[src/rtl/systolic_feeder_if.sv]
// Operand/product handshake bundle for systolic_feeder.
// c_err exists only when SYSTOLIC_FEEDER_TIMEOUT_EN is defined.
interface systolic_feeder_if #(
  parameter int unsigned DW = 16
);
  logic              in_valid;
  logic              in_ready;
  logic [16*DW-1:0]  a_data;
  logic [16*DW-1:0]  b_data;
  logic              c_valid;
  logic              c_ready;
  logic [16*DW-1:0]  c_data;
`ifdef SYSTOLIC_FEEDER_TIMEOUT_EN
  logic              c_err;
`endif

  // Producer/consumer side
  modport master (
    output in_valid, a_data, b_data, c_ready,
    input  in_ready, c_valid, c_data
`ifdef SYSTOLIC_FEEDER_TIMEOUT_EN
    , input c_err
`endif
  );

  // Feeder side
  modport slave (
    input  in_valid, a_data, b_data, c_ready,
    output in_ready, c_valid, c_data
`ifdef SYSTOLIC_FEEDER_TIMEOUT_EN
    , output c_err
`endif
  );
endinterface

[src/rtl/systolic_feeder.sv]
// Front-end controller for a 4x4 systolic matrix-multiply array.
// Latches an A/B pair, streams it with diagonal skew into the array's
// west/north edges, waits for arr_done and presents the product.
// Optional: SYSTOLIC_FEEDER_TIMEOUT_EN adds a 16-cycle DRAIN timeout and c_err.
module systolic_feeder #(
  parameter int unsigned DW = 16
) (
  input  logic              clk,
  input  logic              rst,
  systolic_feeder_if.slave  bus,
  output logic              arr_rst,
  output logic [DW-1:0]     arr_west0,
  output logic [DW-1:0]     arr_west4,
  output logic [DW-1:0]     arr_west8,
  output logic [DW-1:0]     arr_west12,
  output logic [DW-1:0]     arr_north0,
  output logic [DW-1:0]     arr_north1,
  output logic [DW-1:0]     arr_north2,
  output logic [DW-1:0]     arr_north3,
  input  logic              arr_done,
  input  logic [16*DW-1:0]  arr_out
);

  typedef enum logic [1:0] {IDLE, FEED, DRAIN, HOLD} state_t;

  state_t        state;
  logic [2:0]    k;
  logic [DW-1:0] a_q [4][4];
  logic [DW-1:0] b_q [4][4];
  logic [DW-1:0] w_nxt [4];
  logic [DW-1:0] n_nxt [4];
`ifdef SYSTOLIC_FEEDER_TIMEOUT_EN
  logic [3:0]    dcnt;
`endif

  // Skewed words for the current k: row i lags by i, column j lags by j
  always_comb begin
    for (int unsigned i = 0; i < 4; i++) begin
      w_nxt[i] = '0;
      n_nxt[i] = '0;
      if (k >= 3'(i) && (k - 3'(i)) <= 3'd3) begin
        w_nxt[i] = a_q[i][2'(k - 3'(i))];
        n_nxt[i] = b_q[2'(k - 3'(i))][i];
      end
    end
  end

  // Control FSM with registered handshake, clear and stream outputs
  always_ff @(posedge clk or posedge rst) begin
    if (rst) begin
      state       <= IDLE;
      k           <= '0;
      bus.in_ready <= 1'b1;
      bus.c_valid <= 1'b0;
      bus.c_data  <= '0;
      arr_rst     <= 1'b1;
      arr_west0   <= '0;
      arr_west4   <= '0;
      arr_west8   <= '0;
      arr_west12  <= '0;
      arr_north0  <= '0;
      arr_north1  <= '0;
      arr_north2  <= '0;
      arr_north3  <= '0;
      for (int unsigned r = 0; r < 4; r++) begin
        for (int unsigned c = 0; c < 4; c++) begin
          a_q[r][c] <= '0;
          b_q[r][c] <= '0;
        end
      end
`ifdef SYSTOLIC_FEEDER_TIMEOUT_EN
      dcnt        <= '0;
      bus.c_err   <= 1'b0;
`endif
    end else begin
      case (state)
        IDLE: begin
          if (bus.in_valid && bus.in_ready) begin
            for (int unsigned r = 0; r < 4; r++) begin
              for (int unsigned c = 0; c < 4; c++) begin
                a_q[r][c] <= bus.a_data[16*DW-1-DW*(4*r+c) -: DW];
                b_q[r][c] <= bus.b_data[16*DW-1-DW*(4*r+c) -: DW];
              end
            end
            k            <= '0;
            bus.in_ready <= 1'b0;
            state        <= FEED;
          end
        end
        FEED: begin
          arr_rst    <= 1'b0;
          arr_west0  <= w_nxt[0];
          arr_west4  <= w_nxt[1];
          arr_west8  <= w_nxt[2];
          arr_west12 <= w_nxt[3];
          arr_north0 <= n_nxt[0];
          arr_north1 <= n_nxt[1];
          arr_north2 <= n_nxt[2];
          arr_north3 <= n_nxt[3];
          if (k == 3'd6) begin
            state <= DRAIN;
`ifdef SYSTOLIC_FEEDER_TIMEOUT_EN
            dcnt  <= '0;
`endif
          end else begin
            k <= k + 3'd1;
          end
        end
        DRAIN: begin
          arr_west0  <= '0;
          arr_west4  <= '0;
          arr_west8  <= '0;
          arr_west12 <= '0;
          arr_north0 <= '0;
          arr_north1 <= '0;
          arr_north2 <= '0;
          arr_north3 <= '0;
          if (arr_done) begin
            bus.c_data  <= arr_out;
            bus.c_valid <= 1'b1;
            arr_rst     <= 1'b1;
            state       <= HOLD;
`ifdef SYSTOLIC_FEEDER_TIMEOUT_EN
          end else if (dcnt == 4'd15) begin
            bus.c_data  <= arr_out;
            bus.c_valid <= 1'b1;
            bus.c_err   <= 1'b1;
            arr_rst     <= 1'b1;
            state       <= HOLD;
          end else begin
            dcnt <= dcnt + 4'd1;
`endif
          end
        end
        HOLD: begin
          if (bus.c_ready) begin
            bus.c_valid  <= 1'b0;
            bus.in_ready <= 1'b1;
            state        <= IDLE;
`ifdef SYSTOLIC_FEEDER_TIMEOUT_EN
            bus.c_err    <= 1'b0;
`endif
          end
        end
        default: state <= IDLE;
      endcase
    end
  end

endmodule
[src/flat_wrapper.sv]
// flat-port wrapper written by rule: the top's interface ports become plain ports
module systolic_feeder_flat 
#(
  parameter int unsigned DW = 16
)
  (clk, rst, arr_rst, arr_west0, arr_west4, arr_west8, arr_west12, arr_north0, arr_north1, arr_north2, arr_north3, arr_done, arr_out, bus_in_valid, bus_a_data, bus_b_data, bus_c_ready, bus_in_ready, bus_c_valid, bus_c_data);
  systolic_feeder_if #(.DW(DW)) bus_i ();
  input  logic clk;
  input  logic rst;
  output logic arr_rst;
  output logic [DW-1:0] arr_west0;
  output logic [DW-1:0] arr_west4;
  output logic [DW-1:0] arr_west8;
  output logic [DW-1:0] arr_west12;
  output logic [DW-1:0] arr_north0;
  output logic [DW-1:0] arr_north1;
  output logic [DW-1:0] arr_north2;
  output logic [DW-1:0] arr_north3;
  input  logic arr_done;
  input  logic [16*DW-1:0] arr_out;
  input wire logic [$bits(bus_i.in_valid)-1:0] bus_in_valid;
  input wire logic [$bits(bus_i.a_data)-1:0] bus_a_data;
  input wire logic [$bits(bus_i.b_data)-1:0] bus_b_data;
  input wire logic [$bits(bus_i.c_ready)-1:0] bus_c_ready;
  output wire logic [$bits(bus_i.in_ready)-1:0] bus_in_ready;
  output wire logic [$bits(bus_i.c_valid)-1:0] bus_c_valid;
  output wire logic [$bits(bus_i.c_data)-1:0] bus_c_data;
  assign bus_i.in_valid = bus_in_valid;
  assign bus_i.a_data = bus_a_data;
  assign bus_i.b_data = bus_b_data;
  assign bus_i.c_ready = bus_c_ready;
  assign bus_in_ready = bus_i.in_ready;
  assign bus_c_valid = bus_i.c_valid;
  assign bus_c_data = bus_i.c_data;
  systolic_feeder #(.DW(DW)) u_core (.clk(clk), .rst(rst), .bus(bus_i), .arr_rst(arr_rst), .arr_west0(arr_west0), .arr_west4(arr_west4), .arr_west8(arr_west8), .arr_west12(arr_west12), .arr_north0(arr_north0), .arr_north1(arr_north1), .arr_north2(arr_north2), .arr_north3(arr_north3), .arr_done(arr_done), .arr_out(arr_out));
endmodule
[config.mk]
export PLATFORM = sky130hd
export DESIGN_NAME = systolic_feeder_flat
export DESIGN_NICKNAME = d
export VERILOG_FILES = /design/src/rtl/systolic_feeder_if.sv /design/src/rtl/systolic_feeder.sv /design/src/flat_wrapper.sv
export SDC_FILE = /design/constraint.sdc
export NUM_CORES = 2
export LEC_CHECK = 0
export CAP_MARGIN = 10
export CELL_PAD_IN_SITES_DETAIL_PLACEMENT = 0
export CELL_PAD_IN_SITES_GLOBAL_PLACEMENT = 2
export CORE_AREA = 4 4 452 454
export DETAILED_ROUTE_END_ITERATION = 16
export DIE_AREA = 0 0 456 458
export PLACE_DENSITY = 0.48
export SYNTH_ARGS = -nofsm -noshare
export SYNTH_HDL_FRONTEND = slang
export SYNTH_SLANG_ARGS = --single-unit
[constraint.sdc]
create_clock -name clk -period 39.5 [get_ports clk]
set_clock_uncertainty 0.05 [all_clocks]
set_input_delay 3.95 -clock clk [delete_from_list [all_inputs] [get_ports clk]]
set_output_delay 3.95 -clock clk [all_outputs]
set_load 0.1 [all_outputs]
==> flow_summary_export.csv <==
group,metric,value,unit
timing,rsz0062_at_grt,"false",
synth,synth_edf_count,0,
synth,synth_top_flop_cell,"dfrtp_1",
timing,finalCritPeriodShare,20.29,%
synth,synthTopCellsByArea,"dfrtp_1 60%, mux2_2 23%, mux4_2 7.7%",
synth,ys_seq_area_share,60.47,%
power_and_ir_drop,ir_drop,0.03031,mV
place,post-dp-hpwl,126.8,mm
layout,final_cell_mix,"1127 x clkdlybuf4s50_1, 900 x dfrtp_1, 769 x mux2_2",
synth,syn_nets,3178,
drt,drt_pass1_iterations,4,
layout,nNetsFinal,4351,
drt,routed_via_density,3.876,
clock_network,cts_made_buffers,119,
clock_network,cts_sinks,904,
power_and_ir_drop,p_leak,25.40,nW
timing,min_period,8.013,ns
critical_path,slowest_delay,0.79,ns
clock_network,clockRootBuffer,"clkbuf_16",
timing,setup_viol,0,
place,numPortBuffers,1159,
synth,ys_warn_count,0,
die,die-area,208800,µm²
critical_path,path_class,"in2async",
clock_network,cts-resized-gates,0,
drt,vias,24670,
global_route,grt_pass1_vias,26870,
clock_network,cts_setup_buffers,0,
drt,drc,0,
timing,tightestPinTransition,1.351,ns
die,start_util,18.74,%
synth,synthArstFlopShare,100.0,%
critical_path,required,40.23,ns
critical_path,cpMaxStageDelayCell,"buf_4",
layout,mostFrequentLayoutCell,"clkdlybuf4s50_1",
critical_path,crit_fanout,126,
place,gp_congestion,0.7556,
power_and_ir_drop,power_density,38.63,nW/µm²
die,fp.dieH,458,µm
status,status,"finished, final reports clean",
critical_path,cp-start-kind,"input port",
critical_path,critPathTopFamily,"buffers and inverters",
synth,netlist-cell-type-count,37,
die,rows,164,
synth,yosysTopAreaCellShare,60.33,%
drt,wl_per_cell,26.42,µm
die,core,199700,µm²
global_route,grt_max_degree,168,
critical_path,cp_common_cell,"buf_4",
timing,tns,0,ns
layout,drive_gt1_share,32.85,%
clock_network,cts_tree,"done",
clock_network,htreeDepth,3,
clock_network,clk_path_buf_depth,3,
drt,drt.antenna.violating_nets,0,
layout,fillers,20410,
critical_path,arrival,8.74,ns
timing,slew_viol_final,0,
global_route,grt.total_usage,15.68,%
timing,max_freq,0.1248,GHz
die,fp.dieW,456,µm
die,boundaryPins,1160,
layout,synthToLayoutAreaGrowth,50.19,%
flow_run,maxCapViolations,0,
clock_network,postCtsHoldBufs,0,
timing,setup_ws,31.49,ns
synth,synthCells,2392,
timing,slew_headroom,9.954,%
synth,yosys.area.top_type,"dfrtp_1",
global_route,grt_pass1_wl,230.2,mm
critical_path,crit_chain,"clkdlybuf4s50_1 -> inv_8 -> buf_12 -> buf_4 -> buf_4 -> buf_4 -> buf_4",
clock_network,clk_pin_slew,0.06,ns
clock_network,clk_latency,0.75,ns
critical_path,crit_buf_inv,7,
synth,avgSynthCellArea,15.64,µm²
timing,final_hold_viol_count,0,
drt,dr.first_iter.drc_count,940,
worst_hold_path,hold_class,"reg2reg",
global_route,antenna_found_initial,117,
synth,syn_area,37410,µm²
synth,synth_seq_cells,904,
drt,wl,168.2,mm
global_route,grt-ovfl-total,0,
place,dpl_worst_slack,30.40,ns
critical_path,crit_path_end_kind,"async pin",
[metrics by stage]
stage          utilization [%]  hold WS, ns  instances  area, µm²  power [mW]
5_1_grt                  28.10       0.4583       6332      56110       2.263
3_5_place_dp             26.02       0.4371       6100      51940       1.046
4_1_cts                  28.09       0.4500       6324      56090       2.224
3_3_place_gp             26.02       0.4323       6100      51940       1.046
6_report                 28.14       0.4479       6366      56190       2.171
2_1_floorplan                -       0.4239       2392      37410      0.9588
[worst register-to-register path, delay by kind of cell (launching register included)]
family	cells	cell delay, ns
flip-flops	1	0.39
AND/OR/NAND/NOR	1	0.44
buffers and inverters	4	2.34
multiplexers	1	0.95
adder cells (fa/ha/maj)	1	0.22
[report_power, final]
| group | switching, mW | internal [mW] |
|---|---|---|
| sequential | 0 | 0.926 |
| combinational | 0.0325 | 0.0677 |
| clock | 0.449 | 0.694 |
| total | 0.482 | 1.69 |
[synth_stat cells (all sizes together), types with 2 or more instances]
cell and n:
o21ai 3, nor2b 4, clkbuf 30, mux4 128, o32ai 32, buf 113
dfrtp 902, mux2i 4, a21boi 2, dfstp 2, ha 13, o22ai 96
a21oi 3, inv 267, mux2 769, nand2 6, nor2 3
[area by class of cell]
cell class / instances / area, µm² / area share [%]
flip-flops and latches: 904 / 22630 / 40.28
clock inverters: 37 / 508.0 / 0.9040
clock buffers: 187 / 3635 / 6.468
inverters: 267 / 1010 / 1.797
repair buffers: 1195 / 11830 / 21.05
diodes: 42 / 105.1 / 0.1870
multi-input cells: 1078 / 13150 / 23.40
well taps: 2656 / 3323 / 5.914
[worst paths after layout]
| kind | startpoint | endpoint | slack [ns] | cells past startpoint |
|---|---|---|---|---|
| max in group clk | bus_in_valid | u_core.a_q[160] | 31.97 | 6 |
| min | u_core.a_q[165] | u_core.a_q[165] | 0.45 | 1 |
| min reg2reg | u_core.a_q[165] | u_core.a_q[165] | 0.45 | 1 |
| max | rst | u_core.bus.c_data[43] | 31.49 | 7 |
| max reg2reg | u_core.state[0] | u_core.a_q[160] | 35.00 | 7 |
| min in group asynchronous | rst | u_core.b_q[3] | 3.65 | 2 |
[kinds of logic (layout without fill, tap and decap cells)]
logic type | after synthesis | in the layout | share of synthesized area (%)
and+or+nand+nor | 19 | 19 | 0.2776
DFF | 904 | 904 | 60.47
adders and majority gates | 13 | 13 | 0.4348
muxes | 901 | 901 | 30.96
other | 0 | 42 | 0
AOI/OAI and AO/OA | 145 | 145 | 3.217
buffers and inverters | 410 | 1686 | 4.642
[registers in the layout, summed over array words and instances (netlist names)]
signal               flops
u_core.arr_west4        16
u_core.arr_west8        16
u_core.bus.c_valid       1
u_core.arr_north2       16
u_core.arr_rst           1
u_core.a_q             256
u_core.arr_north1       16
u_core.bus.c_data      256
u_core.arr_west0        16
u_core.arr_west12       16
u_core.bus.in_ready      1
u_core.arr_north3       16
u_core.b_q             256
u_core.state             2
u_core.arr_north0       16
u_core.k                 3
[metal layers]
metal	wire, µm	part of all wire, %	up-vias	global-route usage (%)
met5	280	0.17	-	0
met4	3513	2.1	44	3.053
met3	12320	7.3	300	5.625
met2	93230	55	832	30.50
met1	58840	35	12600	15.98
li1	-	-	10900	-
Note: power is estimated with default switching activity, not from simulation.
